### src/rtl/dcache_pkg.sv
// dcache_pkg: shared types and line-field helpers for the direct-mapped
// write-back data cache (dcache_wb_direct and dcache_line_array).
//   - state_e    : controller states
//   - widths     : word/line/address geometry (4 words of 32 bits per line)
//   - line_word  : extract one 32-bit word from a 128-bit line
//   - line_merge : replace one 32-bit word inside a 128-bit line
package dcache_pkg;

  localparam int unsigned ADDR_W     = 30;  // word address width
  localparam int unsigned BLK_ADDR_W = 28;  // block address width (ADDR_W - OFF_W)
  localparam int unsigned OFF_W      = 2;   // word offset within a line
  localparam int unsigned WORD_W     = 32;
  localparam int unsigned LINE_W     = 128;

  typedef enum logic [1:0] {
    IDLE      = 2'd0,
    WRITEBACK = 2'd1,
    ALLOCATE  = 2'd2
  } state_e;

  // Word 0 lives in bits [31:0] of a line.
  function automatic logic [WORD_W-1:0] line_word(input logic [LINE_W-1:0] line,
                                                  input logic [OFF_W-1:0]  off);
    return line[{off, 5'd0} +: WORD_W];
  endfunction

  function automatic logic [LINE_W-1:0] line_merge(input logic [LINE_W-1:0] line,
                                                   input logic [OFF_W-1:0]  off,
                                                   input logic [WORD_W-1:0] word);
    logic [LINE_W-1:0] r;
    r = line;
    r[{off, 5'd0} +: WORD_W] = word;
    return r;
  endfunction

endpackage

### src/rtl/dcache_line_array.sv
// dcache_line_array: valid/dirty/tag/data storage for the direct-mapped cache.
// Ports:
//   clk, rst_n      clock, async active-low reset (clears valid/dirty only)
//   i_idx           line index for both the read port and the write ports
//   i_fill_en       full-line refill: tag + data written, valid=1, dirty=0
//   i_fill_tag/line refill tag and line contents
//   i_store_en      single-word store into the indexed line, dirty=1
//   i_store_off/word store word offset and data
//   i_clr_dirty     victim written back, dirty=0
//   o_valid/o_dirty/o_tag/o_line  combinational read of the indexed line
module dcache_line_array
  import dcache_pkg::*;
#(
  parameter int unsigned NUM_BLOCKS = 8,
  parameter int unsigned IDX_W      = 3,
  parameter int unsigned TAG_W      = 25
) (
  input  logic              clk,
  input  logic              rst_n,
  input  logic [IDX_W-1:0]  i_idx,
  input  logic              i_fill_en,
  input  logic [TAG_W-1:0]  i_fill_tag,
  input  logic [LINE_W-1:0] i_fill_line,
  input  logic              i_store_en,
  input  logic [OFF_W-1:0]  i_store_off,
  input  logic [WORD_W-1:0] i_store_word,
  input  logic              i_clr_dirty,
  output logic              o_valid,
  output logic              o_dirty,
  output logic [TAG_W-1:0]  o_tag,
  output logic [LINE_W-1:0] o_line
);

  logic [NUM_BLOCKS-1:0] r_valid;
  logic [NUM_BLOCKS-1:0] r_dirty;
  logic [TAG_W-1:0]      r_tag  [NUM_BLOCKS];
  logic [LINE_W-1:0]     r_data [NUM_BLOCKS];

  always_ff @(posedge clk or negedge rst_n) begin
    if (!rst_n) begin
      r_valid <= '0;
      r_dirty <= '0;
    end else begin
      if (i_fill_en) begin
        r_valid[i_idx] <= 1'b1;
        r_dirty[i_idx] <= 1'b0;
      end else if (i_store_en) begin
        r_dirty[i_idx] <= 1'b1;
      end else if (i_clr_dirty) begin
        r_dirty[i_idx] <= 1'b0;
      end
    end
  end

  // Tag/data are not reset; valid gates their use.
  always_ff @(posedge clk) begin
    if (i_fill_en) begin
      r_tag[i_idx]  <= i_fill_tag;
      r_data[i_idx] <= i_fill_line;
    end else if (i_store_en) begin
      r_data[i_idx] <= line_merge(r_data[i_idx], i_store_off, i_store_word);
    end
  end

  assign o_valid = r_valid[i_idx];
  assign o_dirty = r_dirty[i_idx];
  assign o_tag   = r_tag[i_idx];
  assign o_line  = r_data[i_idx];

endmodule

### src/rtl/dcache_wb_direct.sv
// dcache_wb_direct: write-back, write-allocate, direct-mapped data cache.
// Hits complete combinationally; misses stall the pipeline while a dirty
// victim is written back (WRITEBACK) and the line is refilled (ALLOCATE).
// Ports:
//   clk, rst_n              clock, async active-low reset
//   proc_ren/proc_wen       load/store request (store wins if both set)
//   proc_addr/proc_wdata    word address {tag,idx,off}, store data
//   proc_stall/proc_rdata   hold request / load data
//   mem_read/mem_write      block read/write request (Moore, exclusive)
//   mem_addr/mem_wdata      block address, victim line
//   mem_ready/mem_rdata     memory done, refill line
module dcache_wb_direct
  import dcache_pkg::*;
#(
  parameter int unsigned NUM_BLOCKS = 8
) (
  input  logic                  clk,
  input  logic                  rst_n,
  input  logic                  proc_ren,
  input  logic                  proc_wen,
  input  logic [ADDR_W-1:0]     proc_addr,
  input  logic [WORD_W-1:0]     proc_wdata,
  output logic                  proc_stall,
  output logic [WORD_W-1:0]     proc_rdata,
  output logic                  mem_read,
  output logic                  mem_write,
  output logic [BLK_ADDR_W-1:0] mem_addr,
  output logic [LINE_W-1:0]     mem_wdata,
  input  logic                  mem_ready,
  input  logic [LINE_W-1:0]     mem_rdata
);

  localparam int unsigned IDX_W = $clog2(NUM_BLOCKS);
  localparam int unsigned TAG_W = BLK_ADDR_W - IDX_W;

  state_e r_state;
  state_e w_next;

  logic [IDX_W-1:0]  w_idx;
  logic [TAG_W-1:0]  w_tag;
  logic [OFF_W-1:0]  w_off;
  logic              w_valid;
  logic              w_dirty;
  logic [TAG_W-1:0]  w_line_tag;
  logic [LINE_W-1:0] w_line;
  logic              w_hit;
  logic              w_req;
  logic              w_store_en;
  logic              w_fill_en;
  logic              w_clr_dirty;

  assign w_off = proc_addr[OFF_W-1:0];
  assign w_idx = proc_addr[OFF_W +: IDX_W];
  assign w_tag = proc_addr[ADDR_W-1 -: TAG_W];

  assign w_hit      = w_valid && (w_line_tag == w_tag);
  assign w_req      = proc_ren || proc_wen;
  assign w_store_en = (r_state == IDLE) && proc_wen && w_hit;
  assign proc_rdata = line_word(w_line, w_off);

  dcache_line_array #(
    .NUM_BLOCKS (NUM_BLOCKS),
    .IDX_W      (IDX_W),
    .TAG_W      (TAG_W)
  ) u_lines (
    .clk          (clk),
    .rst_n        (rst_n),
    .i_idx        (w_idx),
    .i_fill_en    (w_fill_en),
    .i_fill_tag   (w_tag),
    .i_fill_line  (mem_rdata),
    .i_store_en   (w_store_en),
    .i_store_off  (w_off),
    .i_store_word (proc_wdata),
    .i_clr_dirty  (w_clr_dirty),
    .o_valid      (w_valid),
    .o_dirty      (w_dirty),
    .o_tag        (w_line_tag),
    .o_line       (w_line)
  );

  always_ff @(posedge clk or negedge rst_n) begin
    if (!rst_n) r_state <= IDLE;
    else        r_state <= w_next;
  end

  // Memory-side outputs depend on state only, so reset drops them at once.
  always_comb begin
    w_next      = r_state;
    proc_stall  = 1'b0;
    mem_read    = 1'b0;
    mem_write   = 1'b0;
    mem_addr    = '0;
    mem_wdata   = '0;
    w_fill_en   = 1'b0;
    w_clr_dirty = 1'b0;
    unique case (r_state)
      IDLE: begin
        if (w_req && !w_hit) begin
          proc_stall = 1'b1;
          w_next     = w_dirty ? WRITEBACK : ALLOCATE;
        end
      end
      WRITEBACK: begin
        proc_stall = 1'b1;
        mem_write  = 1'b1;
        mem_addr   = {w_line_tag, w_idx};
        mem_wdata  = w_line;
        if (mem_ready) begin
          w_clr_dirty = 1'b1;
          w_next      = ALLOCATE;
        end
      end
      ALLOCATE: begin
        proc_stall = 1'b1;
        mem_read   = 1'b1;
        mem_addr   = proc_addr[ADDR_W-1:OFF_W];
        if (mem_ready) begin
          w_fill_en = 1'b1;
          w_next    = IDLE;
        end
      end
      default: w_next = IDLE;
    endcase
  end

endmodule

### config.mk
export PLATFORM = sky130hd
export DESIGN_NAME = dcache_wb_direct
export DESIGN_NICKNAME = d
export VERILOG_FILES = /design/src/rtl/dcache_pkg.sv /design/src/rtl/dcache_line_array.sv /design/src/rtl/dcache_wb_direct.sv
export SDC_FILE = /design/constraint.sdc
export NUM_CORES = 1
export LEC_CHECK = 0
export BUFFER_PORTS_ARGS = -buffer_cell sky130_fd_sc_hd__clkbuf_2
export CAP_MARGIN = 30
export CELL_PAD_IN_SITES_DETAIL_PLACEMENT = 0
export CELL_PAD_IN_SITES_GLOBAL_PLACEMENT = 1
export CORE_MARGIN = 3
export CORE_UTILIZATION = 40
export DETAILED_ROUTE_END_ITERATION = 8
export PLACE_DENSITY = 0.7
export SYNTH_ARGS = -nofsm -noshare
export SYNTH_HDL_FRONTEND = slang
export SYNTH_SLANG_ARGS = --single-unit
### constraint.sdc
create_clock -name clk -period 17.7 [get_ports clk]
set_input_delay 1.77 -clock clk [delete_from_list [all_inputs] [get_ports clk]]
set_output_delay 1.77 -clock clk [all_outputs]
set_load 0.02 [all_outputs]
==> impl_results.md, run 1 <==
- Routed length per placed instance: 30.2 um
- # fillers: 10791
- CTS-repair resized insts: 0
- Total global-route track usage: 23.5%
- Leading cell type in the layout, fill and taps excluded: edfxtp_1
- Layout Cells excl Fill: 5251
- Post-synthesis sequential area ratio: 73.5%
- R2R Setup Slk: 12.33 ns
- Largest net degree at the start of global routing: 129
- Cts hold-fix bufs: 0
- Cts bufs inserted: 121
- Critical path arrival: 6.99 ns
- Drt initial violations: 3943
- Max-Cap Viols: 0
- Unique masters post-synth: 62
- Buffers on Ports: 385
- Setup crit start kind: primary input
- Util after Layout: 46.9%
- FFs w/ async S/R, synth: 1.45%
- Worst-Skew Late Latency: 0.77 ns
- Critical path's slowest cell: buf_4
- IO Pins: 386
- DR vias/cell: 5.97
- Die height: 362 um
- Crit path cell chain: buf_6, buf_4, buf_4, and2_4, buf_4, buf_4, a22oi_1, and4_1, mux4_2, inv_1, clkbuf_2
- Nets: 3708
- Seq cells post-synth: 1242
- Post-DP HPWL: 91.2 mm
- Placed cells: 5015
- Final Cycle Share: 49.5%
- Post-Synthesis Net Count: 3351
- Cells after synthesis: 3147
- Total setup buffers inserted after CTS: 0
- Final min period: 8.76 ns
- Die X: 362 um
- WHS: 0.464 ns
- Leak: 0.0190 uW
- Setup total negative slack: 0 ns
- Fin. max-slew vios: 0
- Clock root buffer: clkbuf_16
- Share of layout cells above drive strength 1: 24.9%
- Top_reg_cell synth: edfxtp_1
- Post-Syn Area per Cell: 16.1 um2
- Antenna violation net count after detailed routing: 0
- Slew headroom: 25.2%
- Ys Warns: 0
- Worst slew pin tran: 1.12 ns
- Clk buf depth: 3
- Core Region: 125000 um2
- Global route overflow: 0
- CTS tree: yes
- First-pass GRT wire length: 225 mm
- Hold Vio Cnt, Final: 0
- Setup Viol. Count Final: 0
- # DRC: 0
- Post-synth EDFFs: 1224
- Peak VDD IR: 0.117 mV
- Slowest stage delay, CP: 0.81 ns
- Top cell by count, worst path: buf_4
- P&R area growth vs syn: 15.4%
- Initial core utilization: 40.6%
- Critical path class: primary input to primary output
- Final GP Congestion: 0.812
- Power density over the cells: 112 nW/um2
- Die area: 131000 um2
- Worst-path clk slew: 0.06 ns
- Top fanout value on the critical path: 56
- Vias: 31332
- Routed WL: 158 mm
- Worst Skew: 0.0866 ns
- Critical path endpoint category: primary output
- Worst hold path class: flip-flop to flip-flop
- 1st-pass router iterations: 6
- Critical path required time: 15.93 ns
- H-tree depth: 3
- Synth Cell Area: 50600 um2
- Initial antenna violation count: 21
- Status: finished, final reports clean
- Num rows: 129
- RSZ-0062 raised after global routing: no
- Vias in the first global route: 30154
- Fmax: 0.114 GHz
- CTS Sinks: 1242
- Most frequent cells in the layout: edfxtp_1, a22oi_1, clkbuf_2
layout make-up:
class	count	area, um2	share of cell area [%]
repair buffers	447	2640	4.52
well taps	1637	2050	3.50
flip-flops and latches	1242	37200	63.7
multi-input cells	1649	12500	21.3
clock inverters	82	781	1.34
clock buffers	143	3110	5.32
diodes	8	20.0	0.0343
inverters	43	168	0.287
synthesized netlist by cell type (7+ instances only):
| cell | instances | area (um2) |
|---|---|---|
| and4_1 | 79 | 692 |
| clkbuf_1 | 152 | 571 |
| mux2i_1 | 58 | 581 |
| nor2b_1 | 19 | 119 |
| nor3_1 | 23 | 115 |
| and2_1 | 24 | 150 |
| ha_1 | 9 | 113 |
| o21ai_0 | 169 | 846 |
| nand3_1 | 8 | 40.0 |
| o22ai_1 | 19 | 119 |
| mux2_2 | 150 | 1690 |
| buf_1 | 21 | 78.8 |
| o21a_1 | 7 | 52.6 |
| or2_2 | 10 | 62.6 |
| mux2_4 | 30 | 450 |
| buf_2 | 17 | 85.1 |
| nor2_1 | 182 | 683 |
| dfrtp_1 | 18 | 450 |
| a221oi_1 | 49 | 429 |
| inv_1 | 42 | 158 |
| and3_1 | 33 | 206 |
| a22o_1 | 30 | 263 |
| a22oi_1 | 393 | 2950 |
| mux4_2 | 49 | 1100 |
| xnor2_1 | 14 | 123 |
| buf_4 | 15 | 113 |
| a221o_1 | 17 | 170 |
| edfxtp_1 | 1224 | 36800 |
| nand2_1 | 183 | 687 |
| a21oi_1 | 30 | 150 |
through the flow:
stage / worst slack (ns) / total power (uW) / instance area, um2
floorplan: 4.39 / 3800 / 50600
global placement: 9.00 / 4080 / 54400
CTS: 8.96 / 6570 / 58400
global route: 8.72 / 6740 / 58400
detailed placement: 8.88 / 4090 / 54500
finish: 8.94 / 6540 / 58400
registers in the layout (all words and copies together), names as in the netlist, named ones only:
signal / cells
u_lines.r_data: 1024
r_state: 2
u_lines.r_valid: 8
u_lines.r_tag: 200
logic make-up after synthesis:
family,share of synthesized area [%]
AO/OA/AOI/OAI,10.4
buffers and inverters,2.23
AND/OR/NAND/NOR,5.86
XOR/XNOR,0.242
adder cells (fa/ha/maj),0.222
multiplexers,7.62
flip-flops,73.5
critical path: cells and delay by family:
kind            cells  cell delay [ns]
simple gates        2             0.85
compound gates      1             0.19
buf+inv             7             3.55
mux                 1             0.48
per-layer routing:
metal | global-route usage (%) | vias to the layer above | share of wire, %
met5 | 0 | - | 0.060
met3 | 6.53 | 212 | 11
met4 | 5.59 | 14 | 2.2
met2 | 35.6 | 1596 | 45
li1 | - | 13318 | -
met1 | 33.9 | 16192 | 42
report_power, final:
part	leakage (uW)	total, uW	switching [uW]	internal [uW]
Combinational	0.00585	664	461	202
Sequential	0.0113	3370	23.8	3340
Clock	0.00190	2510	1100	1400
worst paths after layout:
path	from	to	depth (start not counted)
min in group asynchronous	rst_n	asynchronous set/reset pin	1
max in group asynchronous	rst_n	asynchronous set/reset pin	1
worst min register to register	u_lines.r_valid[4]	u_lines.r_valid[4]	1
worst max register to register	u_lines.r_tag[5][24]	u_lines.r_data[2][93]	12
worst min-delay path	u_lines.r_valid[4]	u_lines.r_valid[4]	1
worst max-delay path	proc_addr[3]	proc_rdata[17]	11
(Power assumes the default switching activity.)
==> inputs of run 2 (changes only) <==
--- a/config.mk
+++ b/config.mk
@@ -12,7 +12,7 @@
 export CORE_MARGIN = 3
 export CORE_UTILIZATION = 40
 export DETAILED_ROUTE_END_ITERATION = 8
-export PLACE_DENSITY = 0.7
+export PLACE_DENSITY = 0.72
 export SYNTH_ARGS = -nofsm -noshare
 export SYNTH_HDL_FRONTEND = slang
 export SYNTH_SLANG_ARGS = --single-unit
==> constraint.sdc (replaced) <==
create_clock -name clk -period 8 [get_ports clk]
set_input_delay 0.8 -clock clk [delete_from_list [all_inputs] [get_ports clk]]
set_output_delay 0.8 -clock clk [all_outputs]
set_load 0.02 [all_outputs]
==> run 2 against run 1 <==
  * Sequential cell count did not move
  * Core utilization rose by 0.34 points
  * Non-clock buffer count rose by 20
  * Power rose by 130%
  * Wire length fell by 0.34%
  * Clock skew fell by 0.040 ns
  * Final area rose by 0.72%
  * Global-route usage barely moved
  * Critical path depth fell by 2
  * First-iteration DRC count rose by 1.9%
  * Critical endpoint is now proc_rdata[7]
  * Largest power group unchanged
==> impl_results.md, run 2 (synthesis results as in run 1) <==
- Vias in the first global route: 30372 (+0.72%)
- 1st-pass router iterations: 6 (unchanged)
- Die X: 362 um (unchanged)
- Critical path required time: 7.20 ns (-8.73 ns)
- Die height: 362 um (unchanged)
- Register area: 37200 um2 (unchanged)
- Slew headroom: 26.9% (+1.7 points)
- Clk buf depth: 3 (unchanged)
- Biggest regs: u_lines.r_data (1024), u_lines.r_tag (200), u_lines.r_valid (8)
- Nets: 3737 (+0.78%)
- Final Cycle Share: 73.1%
- Max reg flops: 1024 (unchanged)
- WHS: 0.406 ns (-0.0583 ns)
- Worst-Skew Late Latency: 0.76 ns (about the same)
- CTS tree: yes
- # DRC: 0 (unchanged)
- Global route overflow: 0 (unchanged)
- Top Layer Used: met5
- Crit path cell chain: buf_6, buf_4, and2_4, buf_4, a22oi_1, and4_1, mux4_2, inv_1, clkbuf_2
- Cts bufs inserted: 130 (+7.4%)
- Most frequent cells in the layout: edfxtp_1, a22oi_1, clkbuf_2
- Initial antenna violation count: 15 (-29%)
- Status: finished, final reports clean
- Critical path's slowest cell: buf_4
- CTS Sinks: 1242 (unchanged)
- Final GP Congestion: 0.811 (-0.18%)
- Setup total negative slack: 0 ns (unchanged)
- Met1 WL: 65.9 mm (-1.2%)
- # fillers: 10635 (-1.4%)
- Buffers on Ports: 385 (unchanged)
- Die area: 131000 um2 (unchanged)
- Leading cell type in the layout, fill and taps excluded: edfxtp_1
- Largest net degree at the start of global routing: 129 (unchanged)
- Routed length per placed instance: 29.9 um (-0.75%)
- Fmax: 0.171 GHz
- Leak: 0.0192 uW (+1.0%)
- Post-DP HPWL: 93.8 mm (+2.8%)
- Tot Pwr: 14700 uW (+130%)
- Critical path class: primary input to primary output
- Vias: 31521 (+0.60%)
- Worst Setup Slack, final: 2.15 ns (-6.79 ns)
- Share of layout cells above drive strength 1: 25.6% (+0.72 points)
- Worst slew pin tran: 1.10 ns (-0.0249 ns)
- Critical path endpoint category: primary output
- Placed Area: 54700 um2 (+0.42%)
- Post-place setup slack: 2.00 ns (-6.88 ns)
- Top fanout value on the critical path: 87 (+55%)
- Metal2 WL: 71.7 mm (+0.61%)
- Met3 WL: 16.1 mm (-4.4%)
- Drt initial violations: 4018 (+1.9%)
- Worst Skew: 0.0465 ns (-0.0400 ns)
- Worst hold path class: primary input to flip-flop
- IO Pins: 386 (unchanged)
- RSZ-0062 raised after global routing: no
- Switching share of power: 24.5% (+0.24 points)
- DR vias/cell: 5.98 (+0.18%)
- Initial core utilization: 40.6% (unchanged)
- Core Region: 125000 um2 (unchanged)
- CTS-repair resized insts: 0 (unchanged)
- First-pass GRT wire length: 223 mm (-0.52%)
- Antenna violation net count after detailed routing: 0 (unchanged)
- Clock root buffer: clkbuf_16
- Multi-input gate area: 12500 um2 (+0.10%)
- Power share of the combinational group: 10.0% (about the same)
- Max-Cap Viols: 0 (unchanged)
- Setup Viol. Count Final: 0 (unchanged)
- Top Family by Delay on Critical Path: buffers and inverters
- Top cell by count, worst path: buf_4
- Critical path arrival: 5.05 ns (-1.94 ns)
- P&R area growth vs syn: 16.3%
- H-tree depth: 4 (+1)
- Switch Pwr: 3610 uW (+130%)
- Final instance area: 58900 um2 (+0.72%)
- Hold Vio Cnt, Final: 0 (unchanged)
- Setup crit start kind: primary input
- Worst-path clk slew: 0.06 ns (about the same)
- Total global-route track usage: 23.5% (about the same)
- Largest Register: u_lines.r_data
- Fin. max-slew vios: 0 (unchanged)
- Slowest stage delay, CP: 0.83 ns (+0.02 ns)
- Num rows: 129 (unchanged)
- Sequential power share: 50.6% (-0.9 points)
- Power density over the cells: 250 nW/um2 (+120%)
- Peak VDD IR: 0.222 mV (+90%)
- Crit path buf inv count: 5 (-2)
- Int Power: 11100 uW (+120%)
- Final min period: 5.85 ns
- Power share of the clock group: 39.4% (+1.1 points)
- Routed WL: 158 mm (-0.34%)
run 2: cell count changes in the layout (fill, tap and decap cells not counted), sizes merged:
| cell | before | now |
|---|---|---|
| diode | 8 | 2 |
| bufinv | 10 | 6 |
| buf | 64 | 83 |
| clkinv | 70 | 58 |
| clkinvlp | 2 | 7 |
| inv | 43 | 45 |
| clkbuf | 526 | 543 |
| dlygate4sd3 | 0 | 1 |
run 2: worst paths after layout:
check,start,endpoint,slack (ns),depth (start not counted)
max,proc_addr[3],proc_rdata[7],2.15,9
min in group asynchronous,rst_n,r_state[0],0.61,2
min reg2reg,u_lines.r_valid[5],u_lines.r_valid[5],0.47,1
max reg2reg,u_lines.r_tag[2][11],u_lines.r_data[4][60],3.61,10
max in group asynchronous,rst_n,u_lines.r_valid[1],7.01,2
min,proc_addr[7],u_lines.r_tag[6][2],0.41,1
run 2: metal layers:
| layer | GRT usage (%) | vias to the layer above |
|---|---|---|
| met3 | 5.17 | 218 |
| met2 | 35.7 | 1750 |
| met4 | 6.97 | 6 |
| met5 | 0 | - |
| li1 | - | 13397 |
| met1 | 34.1 | 16150 |
run 2: metrics by stage:
step                instances  util, %
global placement         5034     43.9
CTS                      5269     47.2
global route             5273     47.2
finish                   5273     47.2
detailed placement       5035     43.9
floorplan                3147        -
run 2: timing repair:
| action | 4_1_cts | 5_1_grt |
|---|---|---|
| endpoints found under the hold margin | 2 | 0 |
| hold buffers | 1 | 0 |
| setup buffers | 0 | 0 |
| setup endpoints to repair | 0 | 0 |
run 2: area by class of cell:
cell class | count | share of cell area (%)
tap | 1637 | 3.48
clock buffer | 160 | 5.83
antenna | 2 | 0.00850
inverter | 43 | 0.283
clock inverter | 73 | 1.18
multi-input combinational | 1649 | 21.2
timing repair buffer | 467 | 4.82
sequential | 1242 | 63.2
run 2: power groups by stage:
stage                     logic (uW)  registers (uW)  clock network (uW)
after CTS                       1480            7450                5870
after global placement          1470            7580                   0
final                           1480            7450                5810
after floorplan                  802            7610                   0
after detailed placement        1470            7580                   0
after global routing            1580            7460                6150
